### src/rtl/debounce_scheduler.sv
// -----------------------------------------------------------------------------
// debounce_scheduler
//
// Debounces NUM_SW switch inputs with one shared timer. A round-robin scheduler
// grants one pending switch at a time. The switch must hold its new level for
// DELAY_CNT+1 COUNT cycles. When it does, the debounced output bit updates and
// a valid/ready event reports the switch index and its new level.
//
// Ports:
//   clk        clock; all state updates on the rising edge
//   rst_n      asynchronous active-low reset
//   sw         raw asynchronous switch levels (NUM_SW bits)
//   out        debounced switch levels, registered (NUM_SW bits)
//   evt_valid  debounced-change event available
//   evt_ready  consumer accepts the event (ignored while evt_valid is low)
//   evt_id     index of the switch that changed
//   evt_level  new debounced level of evt_id
//   busy       high while the scheduler is not IDLE
// -----------------------------------------------------------------------------
module debounce_scheduler #(
    parameter int NUM_SW    = 4,
    parameter int DELAY_CNT = 3,
    parameter int CNT_W     = 2
) (
    input  logic                      clk,
    input  logic                      rst_n,
    input  logic [NUM_SW-1:0]         sw,
    output logic [NUM_SW-1:0]         out,
    output logic                      evt_valid,
    input  logic                      evt_ready,
    output logic [$clog2(NUM_SW)-1:0] evt_id,
    output logic                      evt_level,
    output logic                      busy
);

    localparam int ID_W = $clog2(NUM_SW);

    typedef enum logic [1:0] {
        ST_IDLE  = 2'd0,
        ST_COUNT = 2'd1,
        ST_EMIT  = 2'd2
    } state_t;

    state_t              state_r;
    state_t              state_nxt_s;

    logic [NUM_SW-1:0]   sync1_r;
    logic [NUM_SW-1:0]   sw_s;
    logic [NUM_SW-1:0]   pending_s;

    logic [ID_W-1:0]     rr_ptr_r;
    logic [ID_W-1:0]     grant_r;
    logic                cand_r;
    logic [CNT_W-1:0]    timer_r;

    logic [NUM_SW-1:0]   out_r;
    logic                evt_valid_r;
    logic [ID_W-1:0]     evt_id_r;
    logic                evt_level_r;
    logic                busy_r;

    logic                grant_found_s;
    logic [ID_W-1:0]     grant_idx_s;
    logic [ID_W-1:0]     next_ptr_s;
    logic [ID_W:0]       scan_idx_s;

    logic                do_grant_s;
    logic                do_dec_s;
    logic                do_emit_s;
    logic                do_ack_s;

    assign out       = out_r;
    assign evt_valid = evt_valid_r;
    assign evt_id    = evt_id_r;
    assign evt_level = evt_level_r;
    assign busy      = busy_r;

    // A switch needs attention whenever its synchronized level differs from
    // its debounced level; returning to the old level clears it silently.
    assign pending_s = sw_s ^ out_r;

    // Two-flop synchronizer; only sw_s is used downstream of the raw inputs.
    always_ff @(posedge clk or negedge rst_n) begin
        if (!rst_n) begin
            sync1_r <= '0;
            sw_s    <= '0;
        end else begin
            sync1_r <= sw;
            sw_s    <= sync1_r;
        end
    end

    // Round-robin search: first pending index at or after rr_ptr, wrapping.
    // The scan index is one bit wider so rr_ptr + k cannot overflow before
    // the modulo correction.
    always_comb begin
        grant_found_s = 1'b0;
        grant_idx_s   = '0;
        scan_idx_s    = '0;
        for (int k = 0; k < NUM_SW; k++) begin
            scan_idx_s = {1'b0, rr_ptr_r} + (ID_W+1)'(k);
            if (scan_idx_s >= (ID_W+1)'(NUM_SW)) begin
                scan_idx_s = scan_idx_s - (ID_W+1)'(NUM_SW);
            end else begin
                scan_idx_s = scan_idx_s;
            end
            if (!grant_found_s && pending_s[scan_idx_s[ID_W-1:0]]) begin
                grant_found_s = 1'b1;
                grant_idx_s   = scan_idx_s[ID_W-1:0];
            end else begin
                grant_found_s = grant_found_s;
                grant_idx_s   = grant_idx_s;
            end
        end
    end

    // Pointer value that follows the granted index, modulo NUM_SW.
    always_comb begin
        next_ptr_s = '0;
        if (grant_idx_s == ID_W'(NUM_SW - 1)) begin
            next_ptr_s = '0;
        end else begin
            next_ptr_s = grant_idx_s + ID_W'(1);
        end
    end

    // FSM state register.
    always_ff @(posedge clk or negedge rst_n) begin
        if (!rst_n) begin
            state_r <= ST_IDLE;
        end else begin
            state_r <= state_nxt_s;
        end
    end

    // FSM next-state and datapath control strobes.
    always_comb begin
        state_nxt_s = state_r;
        do_grant_s  = 1'b0;
        do_dec_s    = 1'b0;
        do_emit_s   = 1'b0;
        do_ack_s    = 1'b0;
        case (state_r)
            ST_IDLE: begin
                if (grant_found_s) begin
                    do_grant_s  = 1'b1;
                    state_nxt_s = ST_COUNT;
                end else begin
                    state_nxt_s = ST_IDLE;
                end
            end
            ST_COUNT: begin
                // A bounce on the granted switch abandons the candidate; the
                // switch simply becomes pending again if it still differs.
                if (sw_s[grant_r] != cand_r) begin
                    state_nxt_s = ST_IDLE;
                end else if (timer_r != '0) begin
                    do_dec_s    = 1'b1;
                    state_nxt_s = ST_COUNT;
                end else begin
                    do_emit_s   = 1'b1;
                    state_nxt_s = ST_EMIT;
                end
            end
            ST_EMIT: begin
                if (evt_ready) begin
                    do_ack_s    = 1'b1;
                    state_nxt_s = ST_IDLE;
                end else begin
                    state_nxt_s = ST_EMIT;
                end
            end
            default: begin
                state_nxt_s = ST_IDLE;
            end
        endcase
    end

    // Grant bookkeeping and shared debounce timer. An abort leaves the timer
    // as it was; every grant reloads it anyway.
    always_ff @(posedge clk or negedge rst_n) begin
        if (!rst_n) begin
            rr_ptr_r <= '0;
            grant_r  <= '0;
            cand_r   <= 1'b0;
            timer_r  <= CNT_W'(DELAY_CNT);
        end else if (do_grant_s) begin
            rr_ptr_r <= next_ptr_s;
            grant_r  <= grant_idx_s;
            cand_r   <= sw_s[grant_idx_s];
            timer_r  <= CNT_W'(DELAY_CNT);
        end else if (do_dec_s) begin
            timer_r  <= timer_r - CNT_W'(1);
        end else begin
            timer_r  <= timer_r;
        end
    end

    // Debounced outputs and event register: the out bit and the event are
    // written on the same edge so an event always matches a real change.
    always_ff @(posedge clk or negedge rst_n) begin
        if (!rst_n) begin
            out_r       <= '0;
            evt_valid_r <= 1'b0;
            evt_id_r    <= '0;
            evt_level_r <= 1'b0;
        end else if (do_emit_s) begin
            out_r[grant_r] <= cand_r;
            evt_valid_r    <= 1'b1;
            evt_id_r       <= grant_r;
            evt_level_r    <= cand_r;
        end else if (do_ack_s) begin
            evt_valid_r <= 1'b0;
        end else begin
            evt_valid_r <= evt_valid_r;
        end
    end

    // Busy flag registered from the next state so it tracks "not IDLE".
    always_ff @(posedge clk or negedge rst_n) begin
        if (!rst_n) begin
            busy_r <= 1'b0;
        end else begin
            busy_r <= (state_nxt_s != ST_IDLE);
        end
    end

endmodule

### config.mk
export PLATFORM = sky130hd
export DESIGN_NAME = debounce_scheduler
export DESIGN_NICKNAME = d
export VERILOG_FILES = /design/src/rtl/debounce_scheduler.sv
export SDC_FILE = /design/constraint.sdc
export NUM_CORES = 1
export LEC_CHECK = 0
export ABC_AREA = 1
export ABC_CLOCK_PERIOD_IN_PS = 4300
export BUFFER_PORTS_ARGS = -buffer_cell sky130_fd_sc_hd__buf_2
export CAP_MARGIN = 10
export CORE_MARGIN = 4
export CORE_UTILIZATION = 55
export DETAILED_ROUTE_END_ITERATION = 8
export GPL_ROUTABILITY_DRIVEN = 1
export PLACE_DENSITY = 0.76
export SLEW_MARGIN = 25
export SYNTH_ARGS = -nofsm -noshare
export SYNTH_HDL_FRONTEND = slang
export SYNTH_SLANG_ARGS = --single-unit
### constraint.sdc
create_clock -name clk -period 4.3 [get_ports clk]
set_input_delay 1.075 -clock clk [delete_from_list [all_inputs] [get_ports clk]]
set_output_delay 1.075 -clock clk [all_outputs]
set_load 0.01 [all_outputs]
==> summary.txt <==
multiplexer share of the synthesized area: 0%
Synthesis Warnings: 0
XOR/XNOR share of the synthesized area: 1.94%
Max Freq: 0.502 GHz
via count: 1143
clock share of power: 8.6%
Leak: 0.000785 µW
worst-margin pin slew: 0.552 ns
CP max stage delay: 0.45 ns
post-cts hold buffer count: 0
leading area contributor after synthesis: dfrtp_1
Net Count, Synth: 177
part of the power in registers: 33.2%
Synth Register Bits: 26
Simple-Gate Fraction of Synth Area: 31.4%
clk slew on worst S/H paths: 0.13 ns
VDD IR max: 437 µV
Hold Vio Cnt, Final: 0
Crit Path Category: register to output pin
hold crit path type: register to register
post-layout util: 65.0%
fraction of the mapped netlist area in adder cells: 0.923%
FF-to-FF setup slack: 2.36 ns
compound-gate portion of the synthesized area: 9.14%
hold path cells: 0
die width: 57.6 µm
initial core utilization: 59.5%
RSZ-0062 raised after global routing: false
Clock Skews: 0.00593 ns
clock root buffer: clkbuf_4
largest net degree at the start of global routing: 27
Congestion Overflow GR: 0
worst-path maximum fanout: 5
Detail Placement HPWL: 2100 µm
Hold Startpoint: sync1_r[1]
FF-to-FF path depth: 8
critical path's top delay family: flip-flops
nets: 195
Setup-failing EPs final: 0
post-synth cell types: 28
Gate Count Post-Synth: 169
Comb power frac: 58.2%
MaxCap Viol Count: 0
antenna violations before repair: 0
worst-skew pair later-pin latency: 0.31 ns
switch share: 48.9%
DRT iter0 DRCs: 57
vias in the first global route: 1127
CTS tree: built
Synth area leaders: dfrtp_1 (44%), nand2_1 (13%), nand3_1 (11%), inv_1 (5.8%), o21ai_0 (5.2%)
drc violations: 0
Seq/Total Area, Yosys: 48.2%
first drt pass iteration count: 7
Core Rows: 17
TritonCTS Buffers: 3
diodes inserted: 0
largest family of logic cells by synthesized area: simple AND/OR/NAND/NOR gates
IO Pins: 16
hold endpoint: sw_s[1]
CP arrival: 0.92 ns
area grow syn2layout: 9.14%
r2r endpoint: out[1]
crit-path cells: buf_2
status: finished, final reports clean
Routability Congestion: 0.958
GR Util All Layers: 18.2%
Mapped Area: 1360 µm²
internal power: 607 µW
Post-CTS Setup Inserts: 0
fillcell total: 204
Max H-tree Level: 1
Net Sw Power: 582 µW
clk buf depth: 2
worst path required time: 3.22 ns
Worst setup SP type: register
Tmin final: 1.99 ns
DR WL/cell: 12.4 µm
detail-routed via count per cell: 5.34
RR Startpoint: grant_r[1]
crit path capture type: output pin
wire length of the first global-routing pass: 4690 µm
# port buffers: 15
slowest cell on the critical path: dfrtp_1
clock sinks: 26
total core area: 2280 µm²
CTS resizes: 0
top cell type's share of synthesized area: 44.3%
full die area: 3320 µm²
worst path bufs/invs: 1
Setup TNS Final: 0 ns
period utilisation layout: 46.3%
Syn Area/Cell: 8.02 µm²
post-route ant nets: 0
Rel. slew slack: 63.2%
Die Span Y: 57.6 µm
final WL: 2650 µm
pwr dens: 804 nW/µm²
share of cells above drive strength 1: 17.2%
Min Hold Slack: 0.370 ns
Final Max Tran Viols: 0
synthesized netlist by cell type, drive strengths merged:
cell type / instances
nand2: 48
nand3: 34
dfrtp: 24
inv: 24
o21ai: 17
a21oi: 4
nor2: 4
buf: 2
dfstp: 2
nand4: 2
xor2: 2
clkinv: 1
ha: 1
nor3: 1
o211ai: 1
o21a: 1
xnor2: 1
worst register-to-register path: cells and delay by family, from the launching register on:
family,cells,cell delay (ns)
AND/OR/NAND/NOR,3,0.55
XOR/XNOR,1,0.21
AO/OA/AOI/OAI,2,0.39
buffers and inverters,2,0.31
flip-flops,1,0.41
flip-flops by register name (all words and copies together), names as in the netlist:
| signal | cells |
|---|---|
| evt_level | 1 |
| grant_r | 2 |
| sw_s | 4 |
| state_r | 2 |
| evt_valid | 1 |
| busy | 1 |
| timer_r | 2 |
| rr_ptr_r | 2 |
| sync1_r | 4 |
| cand_r | 1 |
| out | 4 |
| evt_id | 2 |
final cells by class:
class,count,area (µm²),share of cell area (%)
inverter,25,101,6.85
sequential,26,653,44.2
tap,28,35.0,2.37
multi-input combinational,116,588,39.8
timing repair buffer,15,75.1,5.08
clock buffer,4,26.3,1.78
per-layer routing:
layer	vias up	global-route usage, %	wire [µm]
li1	588	-	-
met1	502	24.0	1240
met2	43	28.7	1200
met3	10	4.68	165
met4	0	7.28	46
met5	-	0	0
cell usage in the layout (no fill, tap or decap), drive strengths merged:
cell type / instances
a21oi: 4
buf: 15
clkbuf: 4
clkinv: 1
dfrtp: 24
dfstp: 2
ha: 1
inv: 24
nand2: 48
nand3: 34
nand4: 2
nor2: 4
nor3: 1
o211ai: 1
o21a: 1
o21ai: 17
xnor2: 1
xor2: 2
power by group through the flow:
stage | Sequential [µW] | Combinational [µW] | Clock [µW]
2_1_floorplan | 389 | 550 | 0
3_3_place_gp | 395 | 666 | 0
3_5_place_dp | 398 | 694 | 0
4_1_cts | 394 | 696 | 105
5_1_grt | 405 | 795 | 119
6_report | 394 | 692 | 102
kinds of logic after synthesis:
logic type | count (synthesis)
DFF | 26
AOI/OAI and AO/OA | 23
buffers and inverters | 27
and+or+nand+nor | 89
xor gates and xnor gates | 3
adders and majority gates | 1
worst max path at each step:
stage	to	cells past startpoint	slack, ns	start
after detailed placement	out[3]	8	2.41	grant_r[1]
after global routing	out[1]	8	2.12	grant_r[1]
after CTS	out[3]	1	2.30	out[3]
after global placement	out[3]	8	2.40	grant_r[1]
after floorplan	rr_ptr_r[1]	13	2.70	rr_ptr_r[0]
final	out[3]	1	2.31	out[3]
per-stage QoR:
stage / total power (µW) / setup WS [ns] / cells / area [µm²]
finish: 1190 / 2.31 / 214 / 1480
CTS: 1190 / 2.30 / 214 / 1480
global placement: 1060 / 2.40 / 210 / 1450
floorplan: 939 / 2.70 / 169 / 1360
global route: 1320 / 2.12 / 214 / 1480
detailed placement: 1090 / 2.41 / 210 / 1450
Note: power is estimated with default switching activity, not from simulation.
